[src/rtl/unified_mem_arbiter.sv]
// unified_mem_arbiter: shares one single-ported memory between instruction fetch and data load/store
module unified_mem_arbiter #(
  parameter int ADDR_W = 8,
  parameter int DATA_W = 32,
  parameter int MEM_LAT = 1,
  parameter int STARVE_MAX = 4
) (
  input  logic              clk,
  input  logic              rst,
  input  logic              if_req,
  input  logic [ADDR_W-1:0] if_addr,
  output logic              if_gnt,
  output logic [DATA_W-1:0] if_rdata,
  output logic              if_valid,
  input  logic              dm_req,
  input  logic              dm_we,
  input  logic [2:0]        dm_funct3,
  input  logic [ADDR_W-1:0] dm_addr,
  input  logic [DATA_W-1:0] dm_wdata,
  output logic              dm_gnt,
  output logic [DATA_W-1:0] dm_rdata,
  output logic              dm_valid,
  output logic              err,
  output logic              mem_en,
  output logic              mem_we,
  output logic [2:0]        mem_funct3,
  output logic [ADDR_W-1:0] mem_addr,
  output logic [DATA_W-1:0] mem_wdata,
  input  logic [DATA_W-1:0] mem_rdata,
  output logic              stall
);
  typedef enum logic [1:0] {IDLE, BUSY_IF, BUSY_DM, ERR} state_t;
  localparam logic [2:0] LAT = 3'(MEM_LAT);
  localparam logic [3:0] SMAX = 4'(STARVE_MAX);
  state_t state;
  logic [2:0] lat_cnt;
  logic [3:0] starve_cnt;
  logic if_win, dm_win, miss;
  always_comb begin
    if_win = if_req & (~dm_req | starve_cnt == SMAX);
    dm_win = dm_req & ~if_win;
    miss = if_win ? if_addr[1:0] != 2'b00
                  : (dm_funct3[1:0] == 2'b10 & dm_addr[1:0] != 2'b00) | (dm_funct3[1:0] == 2'b01 & dm_addr[0]);
  end
  assign stall = (if_req & ~if_valid) | (dm_req & ~dm_valid);
  always_ff @(posedge clk) begin
    if (rst) begin
      state <= IDLE;
      lat_cnt <= '0;
      starve_cnt <= '0;
      if_gnt <= 1'b0;
      dm_gnt <= 1'b0;
      if_valid <= 1'b0;
      dm_valid <= 1'b0;
      err <= 1'b0;
      if_rdata <= '0;
      dm_rdata <= '0;
      mem_en <= 1'b0;
      mem_we <= 1'b0;
      mem_funct3 <= '0;
      mem_addr <= '0;
      mem_wdata <= '0;
    end else begin
      if_gnt <= 1'b0;
      dm_gnt <= 1'b0;
      if_valid <= 1'b0;
      dm_valid <= 1'b0;
      err <= 1'b0;
      case (state)
        IDLE: begin
          // dm only beats a waiting fetch while starve_cnt < SMAX, so the increment saturates by itself
          starve_cnt <= (if_req & dm_win) ? starve_cnt + 4'd1 : 4'd0;
          if (if_win | dm_win) begin
            if (miss) begin
              state <= ERR;
              if_valid <= if_win;
              dm_valid <= dm_win;
              err <= 1'b1;
            end else begin
              state <= if_win ? BUSY_IF : BUSY_DM;
              if_gnt <= if_win;
              dm_gnt <= dm_win;
              mem_en <= 1'b1;
              mem_we <= dm_win & dm_we;
              mem_funct3 <= if_win ? 3'b010 : dm_funct3;
              mem_addr <= if_win ? if_addr : dm_addr;
              mem_wdata <= dm_win ? dm_wdata : mem_wdata;
              lat_cnt <= LAT;
            end
          end
        end
        ERR: state <= IDLE;
        default: begin
          lat_cnt <= lat_cnt - 3'd1;
          if (lat_cnt == 3'd1) begin
            state <= IDLE;
            mem_en <= 1'b0;
            mem_we <= 1'b0;
            if (state == BUSY_IF) begin
              if_valid <= 1'b1;
              if_rdata <= mem_rdata;
            end else begin
              dm_valid <= 1'b1;
              dm_rdata <= mem_we ? dm_rdata : mem_rdata;
            end
          end
        end
      endcase
    end
  end
endmodule

[config.mk]
export PLATFORM = sky130hd
export DESIGN_NAME = unified_mem_arbiter
export DESIGN_NICKNAME = d
export VERILOG_FILES = /design/src/rtl/unified_mem_arbiter.sv
export SDC_FILE = /design/constraint.sdc
export NUM_CORES = 1
export LEC_CHECK = 0
export BUFFER_PORTS_ARGS = -buffer_cell sky130_fd_sc_hd__clkbuf_2
export CAP_MARGIN = 20
export CELL_PAD_IN_SITES_DETAIL_PLACEMENT = 1
export CELL_PAD_IN_SITES_GLOBAL_PLACEMENT = 2
export CORE_UTILIZATION = 23
export DETAILED_ROUTE_END_ITERATION = 8
export PLACE_DENSITY = 0.82
export SLEW_MARGIN = 20
export SYNTH_ARGS = -nofsm -noshare
export SYNTH_HDL_FRONTEND = slang
export SYNTH_SLANG_ARGS = --single-unit
[constraint.sdc]
create_clock -name clk -period 1.6 [get_ports clk]
set_input_delay 0.32 -clock clk [delete_from_list [all_inputs] [get_ports clk]]
set_output_delay 0.32 -clock clk [all_outputs]
set_load 0.01 [all_outputs]
==> summary by stage, run 1 <==
Synth
In this run, distinct cell masters in the synthesized netlist total 43. The share of async-settable or async-resettable flops after synthesis is 0%. In the synthesized netlist, the number of instances is 561.

The number of synthesized flops with an enable pin is 0. Dividing the synthesized area by the synthesized cell count gives 8.21 um2. After synthesis, the cell types taking the most area are dfxtp_1 53%, nand2_1 16%, a21oi_1 12%, ha_1 1.9%, clkbuf_1 1.6%. The number of synthesized register bits is 123. After synthesis the cells add up to 4610 um2. The dominant synthesized flop cell is dfxtp_1. In this run the biggest area consumer among cell types represents 53.4% of the synthesized area. Sequential elements use 53.4% of the synthesized area. The biggest area contributor in the post-synthesis netlist is dfxtp_1. The Yosys step of the flow raised 0 warnings. The post-synthesis net count is 656.

Finish
The sequential cells in the finished layout cover a total of 2470 um2. The post-layout net count is 903. The finished cells cover roughly 7700 um2. Cells fill 39.3% of the core in the end. Cells with a size suffix above 1 make up between 50% and 60% of the layout. The final-layout fill cell count is 2335.

The library cells used most frequently in the layout, excluding fill and tap cells, are 201 x clkbuf_2, 148 x nand2_1, 117 x dfxtp_1. Once layout is complete, the cells apart from fillers number 1084. The area added between synthesis and finish is 66.6%. The total inserted antenna cells is 0. The most common cell after layout, fill and taps aside is clkbuf_2. The multi-input combinational cell area is 2460 um2.

Drt
Before antenna repair, the detailed router went through 4 iterations. In the routed design, unresolved DRC markers number 0. The number of violations reported at the end of detailed-routing iteration 0 is around 130.

The final layout contains routed wiring with a total length of 17600 um. The count of nets left with antenna violations after detail routing is 0. The post-detailed-route wirelength per cell is 16.3 um. The number of vias per cell after detailed routing is 4.45. The routed layout has 4827 vias.

Setup path
In this run the worst path has a maximum fanout of 6. The signal on the critical path passes through inv_2 -> ha_4 -> and3b_2 -> o21ai_4 -> and3_4 -> buf_12 -> buf_12 -> buf_12 -> nand2_1 -> a21oi_1. The category of the critical setup timing path is reg -> reg. The data arrival time at the worst-slack endpoint is 2.15 ns. For this run, the slowest stage of the critical path takes 0.33 ns.

For this design, the slowest cell found on the critical path is dfxtp_2. The startpoint type of the worst setup path is a flop. The worst setup path is captured at a flop. Data on the critical path is required at its endpoint by approximately 1.9 ns. Grouping stages by cell kind, the critical path spends the most delay in simple AND/OR/NAND/NOR gates.

The critical path contains buffers and inverters numbering 4 combined. The cell with the most instances on the worst path is buf_12.

Global routing
The number of global-route vias before repair is 4787. The initial antenna violation count is 0. In the global route stage, overall resource usage came out at 16.9%. Entering global routing, the biggest net connects 92 pins. The total global routing overflow is 0. The first global-routing pass estimated approximately 26000 um of wire.

STA
The worst path in the final design needs a cycle of 1.81 ns, including I/O delays and setup. The worst hold-check slack is around 0.13 ns. The maximum operating frequency is 552 MHz.

The final-report hold violation count is 0. Adding up every negative setup slack in the final design gives -7.92 ns. Setup violations remaining at the end of the flow were counted as 83.

The final setup skew is ~0.0096 ns. The actual slew at the worst max-slew pin is 0.490 ns. The tightest slew margin relative to the limit is 67.3%. In the finished design, the share of the clock period the worst path needs comes to 113%.

After layout, the worst setup slack is -0.212 ns. The number of slew-limit violations in the final report is 0. Setup repair after global routing could not meet its margin everywhere.

Min path
The kind of path behind the tightest hold check is in -> reg.

Power and ir drop
The completed layout was analyzed and its total power is 9.18 mW. The power density normalized to cell area is 1200 nW/um2. The analysis attributes to cell leakage a power of 3.33 nW.

VDD sags by at most 0.000641 V.

Die
The number of cell rows is 51. The floorplan step set the die width to about 140 um. The floorplan die height is 144 um. The area of the core region is 19500 um2. 203 I/O pins were placed.

The initial core utilization is between 20% and 30%. The floorplan step defined a die boundary enclosing 20600 um2.

Clocking
The clock transition at the register clock pins on the worst setup and hold paths after CTS is 0.06 ns. For the worst-skew pair, the clock arrives at the later sink with an insertion delay of 0.41 ns. The CTS tree is built.

The maximum buffer depth of the clock tree is 2. The clock root buffer is clkbuf_16. CTS built an H-tree with a depth of 4. For this design, the sink count on the clock tree is between 100 and 150.

In this run, CTS created clock tree buffers numbering 17.

Place
The worst slack at placement is -0.153 ns. The number of port buffers is 202. In this run, placement finished with an instance count of 1031. The final weighted congestion in routability-driven placement is 0.765.

The detailed placement HPWL is 10800 um. The total placed instance area is 6230 um2.

Run
The max-cap check violation count is 0.

Outcome
The flow ran to the end, but the final reports show violations. The final reports fail on setup timing.
==> tightest hold or removal path: cells and delay by family <==
family / cells / cell delay (ns)
simple gates: 1 / 0.04
compound gates: 1 / 0.05
buf+inv: 1 / 0.08
==> cell usage after synthesis, drive strengths merged, types with 6 or more instances <==
cell type    n
a21oi      107
buf         16
clkbuf      20
dfxtp      123
ha           7
inv         11
nand2      200
nor2        15
nor3         6
o21ai        9
o21ba        6
o221ai       6
==> report_power, final <==
group	internal, mW	leakage [nW]	total, mW	switching [mW]
registers	3.28	1.00	3.40	0.124
logic	0.935	2.05	1.98	1.04
clock network	2.43	0.281	3.80	1.37
total	6.65	3.33	9.18	2.53
==> metal layers <==
metal / vias to the layer above / GRT usage, % / wire (um)
li1: 2370 / - / -
met1: 2334 / 20.5 / 7720
met2: 101 / 29.2 / 9010
met3: 22 / 3.03 / 585
met4: 0 / 6.94 / 333
met5: - / 0 / 0
==> path summary, 6_finish.rpt <==
kind,slack [ns],to,startpoint,depth (start not counted)
hold / removal,0.13,mem_wdata[0],dm_wdata[0],3
setup reg to reg,-0.21,mem_wdata[26],starve_cnt[0],10
hold reg to reg,0.45,dm_rdata[3],dm_rdata[3],2
setup / recovery,-0.21,mem_wdata[26],starve_cnt[0],10
==> area by class of cell <==
type	instances	area share (%)
Tap cell	265	4.32
Clock buffer	23	6.36
Timing Repair Buffer	263	23.4
Sequential cell	123	32.2
Multi-Input combinational cell	392	32.0
Inverter	11	0.570
Clock inverter	7	1.17
==> logic make-up after synthesis <==
| group | Yosys count | share of synthesized area [%] |
|---|---|---|
| AND/OR/NAND/NOR | 236 | 20.6 |
| AO/OA/AOI/OAI | 140 | 17.9 |
| flip-flops | 123 | 53.4 |
| buffers and inverters | 47 | 4.48 |
| adder cells (fa/ha/maj) | 7 | 1.90 |
| multiplexers | 5 | 1.14 |
| XOR/XNOR | 3 | 0.570 |
==> state kept, by name, summed over array words and instances (netlist names), 2 cells and up <==
signal      flops
mem_funct3      3
state           2
mem_wdata      32
lat_cnt         3
if_rdata       32
dm_rdata       32
starve_cnt      4
mem_addr        8
==> repair_timing <==
action | in CTS | in global routing
resized for setup | 65 | 87
gates cloned | 9 | 1
setup buffers | 17 | 2
setup endpoints to repair | 76 | 117
hold buffers | 0 | 0
pin swaps | 17 | 47
endpoints found under the hold margin | 0 | 0
Note: power is estimated with default switching activity, not from simulation.
==> run 2: changes to the inputs <==
BUFFER_PORTS_ARGS = not set   (was -buffer_cell sky130_fd_sc_hd__clkbuf_2)
CORE_UTILIZATION = 30   (was 23)
DONT_BUFFER_PORTS = 1   (was not set)
PLACE_DENSITY = 0.8   (was 0.82)
==> run 2 against run 1 <==
Against the previous run: the run ends with hold timing, setup timing left; worst setup slack worse by 0.041 ns; clock power is 3% higher; sequential share of layout area is 5.2 points higher; sequential cell count stayed put.
==> summary by stage, run 2 (same netlist as run 1, synthesis figures left out) <==
Outcome
Status: complete, but fails checks (unchanged). Violations in the final reports: hold timing, setup timing (was setup timing).

Clocking
The clock network latency to the later pin of the worst-skew pair is 0.41 ns (about the same). The CTS buffer count is 17 (unchanged). The number of sinks handled by clock tree synthesis is 123 (unchanged). The CTS tree is built (unchanged). The clock transition at the register clock pins on the worst setup and hold paths after CTS is 0.06 ns (about the same). The clock root buffer is clkbuf_16 (unchanged).

The maximum level of the CTS H-tree was 4 (unchanged). The maximum buffer depth of the clock tree was 2 (unchanged).

STA
The final setup skew is 0.00738 ns (was 0.00962 ns). The maximum operating frequency is 540 MHz (was 552 MHz). The least setup slack across all paths after layout is -0.253 ns (was -0.212 ns). The final setup violation count is 59 (was 83).

The actual slew at the worst max-slew pin is 0.667 ns (was 0.490 ns). The share of the clock period used by the worst path was 116% (was 113%). The number of slew-limit violations in the final report was 0 (unchanged). The shortest period the worst path allows is 1.85 ns (was 1.81 ns). The final-report hold violation count is 2 (was 0).

Unrepaired setup endpoints after global routing: true (unchanged). The worst hold-check slack is -0.00568 ns (was 0.131 ns). The tightest slew margin relative to the limit is 55.2% (was 67.3%).

Die
The number of cell rows is 44 (was 51). The initial core utilization came to 31.2% (was 23.6%). The die width is 126 um (was 144 um).

The die area came to 15900 um2 (was 20600 um2). The area of the core region was 14800 um2 (was 19500 um2). The count of pins on the block boundary is 203 (unchanged). The floorplan die height is 126 um (was 144 um).

Global routing
The first-pass GRT wire length is 22700 um (was 26200 um). The initial antenna violation count is 0 (unchanged). The number of global-route vias before repair is 4345 (was 4787). The total global routing overflow is 0 (unchanged). The maximum number of pins on one net before global-route repair came to 112 (was 92). The total global-route track usage is 18.4% (was 16.9%).

Place
The detailed placement HPWL is 9160 um (was 10800 um). The total placed instance area came to 5020 um2 (was 6230 um2). The number of port buffers is 0 (was 202). The cell count after placement is 736 (was 1031).

The final weighted congestion in routability-driven placement was 0.769 (was 0.765).

Finish
The proportion of layout cells with a drive suffix above 1 is 35.8% (was 50.1%). The most common cell after layout, fill and taps aside is nand2_1 (was clkbuf_2). The total non-filler cell area in the finished layout was 6610 um2 (was 7680 um2). The post-layout net count was 694 (was 903).

The area added between synthesis and finish was 43.6% (was 66.6%). The total inserted antenna cells is 0 (unchanged). Most used cells in the layout excluding fill and tap cells: 154 x nand2_1, 117 x dfxtp_1, 57 x a21oi_1 (was 201 x clkbuf_2, 148 x nand2_1, 117 x dfxtp_1). The final non-filler cell total is 796 (was 1084). Largest registers in the final layout: dm_rdata x32, if_rdata x32, mem_wdata x32 (unchanged).

The final-layout fill cell count is 1650 (was 2335).

Setup path
The category of the worst setup path capture point is a flop (unchanged). The category of the critical setup timing path is reg -> reg (unchanged). The required time of the worst setup path is 1.88 ns (was 1.94 ns). The maximum fanout count along the critical path is 4 (was 6). The data arrival time at the worst-slack endpoint was 2.13 ns (was 2.15 ns).

The startpoint type of the worst setup path is a flop (unchanged).

Drt
The first-pass detailed-route iteration total is 4 (unchanged). The number of vias per cell after detailed routing is 5.22 (was 4.45). The residual DRC count is 0 (unchanged). The number of violations reported at the end of detailed-routing iteration 0 is 157 (was 131). The total vias in the final route is 4155 (was 4827).

The count of nets left with antenna violations after detail routing is 0 (unchanged). The post-detailed-route wirelength per cell is 20.3 um (was 16.3 um). The detailed-route wire length is 16200 um (was 17600 um).

Min path
The kind of path behind the tightest hold check is in -> reg (unchanged).

Power and ir drop
The peak supply drop is 0.000738 V (was 0.000641 V). The reported leakage power is 2.52 nW (was 3.33 nW). The power density normalized to cell area was 1360 nW/um2 (was 1200 nW/um2).

Run
The max-cap check violation count is 0 (unchanged).
[run 2: changes by cell type in the layout (fill, tap and decap cells not counted), sizes merged]
cell / delta
bufinv: +1
buf: -14
bufbuf: +2
clkinvlp: +1
clkinv: +3
clkbuf: -200
[run 2: power breakdown]
group	total [mW]	internal [mW]	switching, mW
combinational	1.53	0.756	0.775
clock	3.92	2.52	1.40
sequential	3.52	3.28	0.243
total	8.98	6.56	2.42
[run 2: critical path, cell delays in order, from the launching register on]
cell	delay (ns)
dfxtp_2	0.32
inv_2	0.06
ha_4	0.14
nand3b_1	0.14
a2111oi_4	0.44
a311oi_2	0.14
o311ai_1	0.33
o41ai_1	0.14
[run 2: per-stage QoR]
step | total power [mW] | TNS (ns) | setup WS (ns) | utilization, %
floorplan | 4.20 | -0.186 | -0.00620 | -
global placement | 4.46 | -1.98 | -0.0719 | 34.0
detailed placement | 4.52 | -5.83 | -0.183 | 34.0
CTS | 8.65 | -6.67 | -0.169 | 39.9
global route | 9.32 | -16.60 | -0.368 | 44.8
finish | 8.98 | -9.93 | -0.253 | 44.8
[run 2: final timing paths]
path              slack, ns  cells after the start           from             to
hold reg to reg        0.49                      2  mem_wdata[10]  mem_wdata[10]
hold / removal       -0.006                      1            rst  mem_wdata[22]
setup reg to reg      -0.25                      7  starve_cnt[1]         mem_we
setup / recovery      -0.25                      7  starve_cnt[1]         mem_we
[run 2: cell type report]
class                           count  area (um2)  area share [%]
Clock buffer                       20         457            6.91
Multi-Input combinational cell    392        2530            38.3
Tap cell                          184         230            3.48
Inverter                           11        41.3           0.624
Sequential cell                   123        2470            37.3
Clock inverter                     12         146            2.21
Timing Repair Buffer               54         736            11.1
[run 2: what timing repair did]
action                                  CTS  global route
pin swaps                                10            61
endpoints found under the setup margin   50           116
setup buffers                             5            12
endpoints found under the hold margin   107           105
gates resized for setup                  24           134
cloned                                    5             6
[run 2: per-layer routing]
metal  wire length [um]  track usage, %  part of all wire [%]  vias up
li1                   -               -                     -     1949
met2               8480            33.0                    52      130
met4                234            7.02                   1.4        0
met1               6480            19.4                    40     2060
met3                995            6.88                   6.1       16
met5                  0               0                     0        -
==> run 3: changes to the inputs <==
MAX_ROUTING_LAYER = met4   (was not set)
==> run 3 against run 2 <==
Against the previous run: critical endpoint unchanged; largest power group unchanged; via count fell by 0.14%; clock skew rose by 0.00070 ns; combinational power barely moved; first-iteration DRC count rose by 1.3%; clock power barely moved; maximum frequency rose by 0.20%; sequential share of layout area fell by 0.063 points; the run still ends with hold timing, setup timing left; register-to-register slack barely moved; critical path depth did not move; die area did not move.
==> summary by stage, run 3 (same netlist as run 1, synthesis figures left out) <==
Finish
Largest registers in the final layout: dm_rdata x32, if_rdata x32, mem_wdata x32 (unchanged). The post-layout net count is 694 (unchanged). The total inserted antenna cells was 0 (unchanged). The area added between synthesis and finish is 43.8% (was 43.6%). The proportion of layout cells with a drive suffix above 1 came to 36.1% (was 35.8%).

Most used cells in the layout excluding fill and tap cells: 153 x nand2_1, 117 x dfxtp_1, 56 x a21oi_1 (was 154 x nand2_1, 117 x dfxtp_1, 57 x a21oi_1). The most common cell after layout, fill and taps aside is nand2_1 (unchanged). The final non-filler cell total is 796 (unchanged).

Power and ir drop
The peak supply drop is 0.000730 V (was 0.000738 V). The reported leakage power is 2.53 nW (was 2.52 nW). The total power of the final layout is 8.97 mW (was 8.98 mW). The power density normalized to cell area is 1350 nW/um2 (was 1360 nW/um2).

Setup path
The buffer and inverter count on the worst path is 1 (unchanged). Crit-path cells: inv_2 -> ha_4 -> nand3b_1 -> a2111oi_4 -> a311oi_2 -> o311ai_1 -> o41ai_1 (unchanged). The category of the critical setup timing path is reg -> reg (unchanged).

The category of the worst setup path capture point is a flop (unchanged). The cell with the largest stage delay on the worst path is a2111oi_4 (unchanged). The delay of the slowest critical-path stage is 0.45 ns (was 0.44 ns).

The data arrival time at the worst-slack endpoint came to 2.12 ns (was 2.13 ns). The cell family contributing the most delay on the critical path was compound AO/OA/AOI/OAI gates (unchanged). The required time of the worst setup path is 1.88 ns (about the same). The maximum fanout count along the critical path is 4 (unchanged). The startpoint type of the worst setup path is a flop (unchanged).

Outcome
Violations in the final reports: hold timing, setup timing (unchanged). Status: complete, but fails checks (unchanged).

Clocking
The CTS buffer count is 17 (unchanged). The CTS tree is built (unchanged). The number of sinks handled by clock tree synthesis is 123 (unchanged).

The clock root buffer is clkbuf_16 (unchanged). The clock transition at the register clock pins on the worst setup and hold paths after CTS is 0.06 ns (about the same). The clock network latency to the later pin of the worst-skew pair is 0.41 ns (about the same).

The maximum level of the CTS H-tree is 4 (unchanged). The maximum buffer depth of the clock tree is 2 (unchanged).

Global routing
The initial antenna violation count was 0 (unchanged). The total global-route track usage was 18.9% (was 18.4%). The number of global-route vias before repair is 4339 (was 4345). The first-pass GRT wire length came to 22700 um (about the same). The maximum number of pins on one net before global-route repair is 112 (unchanged).

The total global routing overflow is 0 (unchanged).

Place
The detailed placement HPWL was 9160 um (unchanged). The worst slack at placement is -0.183 ns (unchanged). The cell count after placement was 736 (unchanged). The final weighted congestion in routability-driven placement is 0.779 (was 0.769).

The number of port buffers is 0 (unchanged).

STA
The least setup slack across all paths after layout is -0.249 ns (was -0.253 ns). The final-report hold violation count is 1 (was 2). The shortest period the worst path allows was 1.85 ns (about the same).

The tightest slew margin relative to the limit was 54.2% (was 55.2%). The share of the clock period used by the worst path was 116% (about the same). Unrepaired setup endpoints after global routing: true (unchanged). The actual slew at the worst max-slew pin is 0.682 ns (was 0.667 ns). The final setup violation count is 60 (was 59). The maximum operating frequency is 541 MHz (was 540 MHz). The final setup skew is 0.00808 ns (was 0.00738 ns).

The worst hold-check slack is -0.00186 ns (was -0.00568 ns). The number of slew-limit violations in the final report came to 0 (unchanged).

Drt
The detailed-route wire length was 16100 um (was 16200 um). The number of violations reported at the end of detailed-routing iteration 0 is 159 (was 157). The residual DRC count came to 0 (unchanged). The post-detailed-route wirelength per cell is 20.3 um (about the same). The total vias in the final route is 4149 (was 4155). The count of nets left with antenna violations after detail routing came to 0 (unchanged). The number of vias per cell after detailed routing is 5.21 (was 5.22). The first-pass detailed-route iteration total is 4 (unchanged).

Die
The count of pins on the block boundary is 203 (unchanged). The die area was 15900 um2 (unchanged). The number of cell rows is 44 (unchanged). The initial core utilization is 31.2% (unchanged). The die width is 126 um (unchanged). The floorplan die height came to 126 um (unchanged). The area of the core region is 14800 um2 (unchanged).

Run
The max-cap check violation count is 0 (unchanged).

Min path
The kind of path behind the tightest hold check is in -> reg (unchanged).
[run 3: cell types whose count changed in the layout (fill, tap and decap cells not counted)]
cell	previous run	this run
a21oi_1	57	56
a21oi_2	49	50
nand2_1	154	153
nand2_4	28	29
[run 3: worst register-to-register path, delay by kind of cell (launching register included)]
kind | cells | cell delay (ns)
compound gates | 4 | 1.06
flops | 1 | 0.32
fa+ha+maj | 1 | 0.14
simple gates | 1 | 0.14
buf+inv | 1 | 0.06
[run 3: layout make-up]
type | count | area [um2]
Multi-Input combinational cell | 392 | 2540
Tap cell | 184 | 230
Inverter | 11 | 41.3
Fill cell | 1648 | 8130
Clock buffer | 20 | 457
Sequential cell | 123 | 2470
Timing Repair Buffer | 54 | 736
Clock inverter | 12 | 146
[run 3: layer usage]
metal / up-vias / wire (um) / track usage (%)
met3: 17 / 934 / 6.24
li1: 1952 / - / -
met2: 116 / 8510 / 33.0
met1: 2064 / 6450 / 19.7
met5: - / 0 / -
met4: 0 / 255 / 7.23
[run 3: final timing paths]
kind                 startpoint       endpoint  slack [ns]  cells after the start
hold reg to reg   mem_wdata[10]  mem_wdata[10]        0.50                      2
setup / recovery  starve_cnt[1]         mem_we       -0.25                      7
setup reg to reg  starve_cnt[1]         mem_we       -0.25                      7
hold / removal              rst  mem_wdata[22]      -0.002                      1
[run 3: metrics by stage]
stage,area (um2),util [%],TNS [ns]
global route,6630,44.9,-16.50
global placement,5020,34.0,-1.98
detailed placement,5020,34.0,-5.83
floorplan,4680,-,-0.186
CTS,5880,39.9,-6.67
finish,6630,44.9,-9.80
[run 3: timing repair]
| action | in CTS | in global routing |
|---|---|---|
| endpoints found under the setup margin | 50 | 116 |
| buffers inserted | 5 | 12 |
| resized for setup | 24 | 137 |
| pin swaps | 10 | 62 |
| cloned | 5 | 6 |
| hold endpoints to repair | 107 | 104 |
[run 3: where the power goes]
part,internal [mW],total (mW),switching [mW]
Combinational,0.758,1.53,0.774
Sequential,3.28,3.53,0.243
Clock,2.52,3.91,1.39
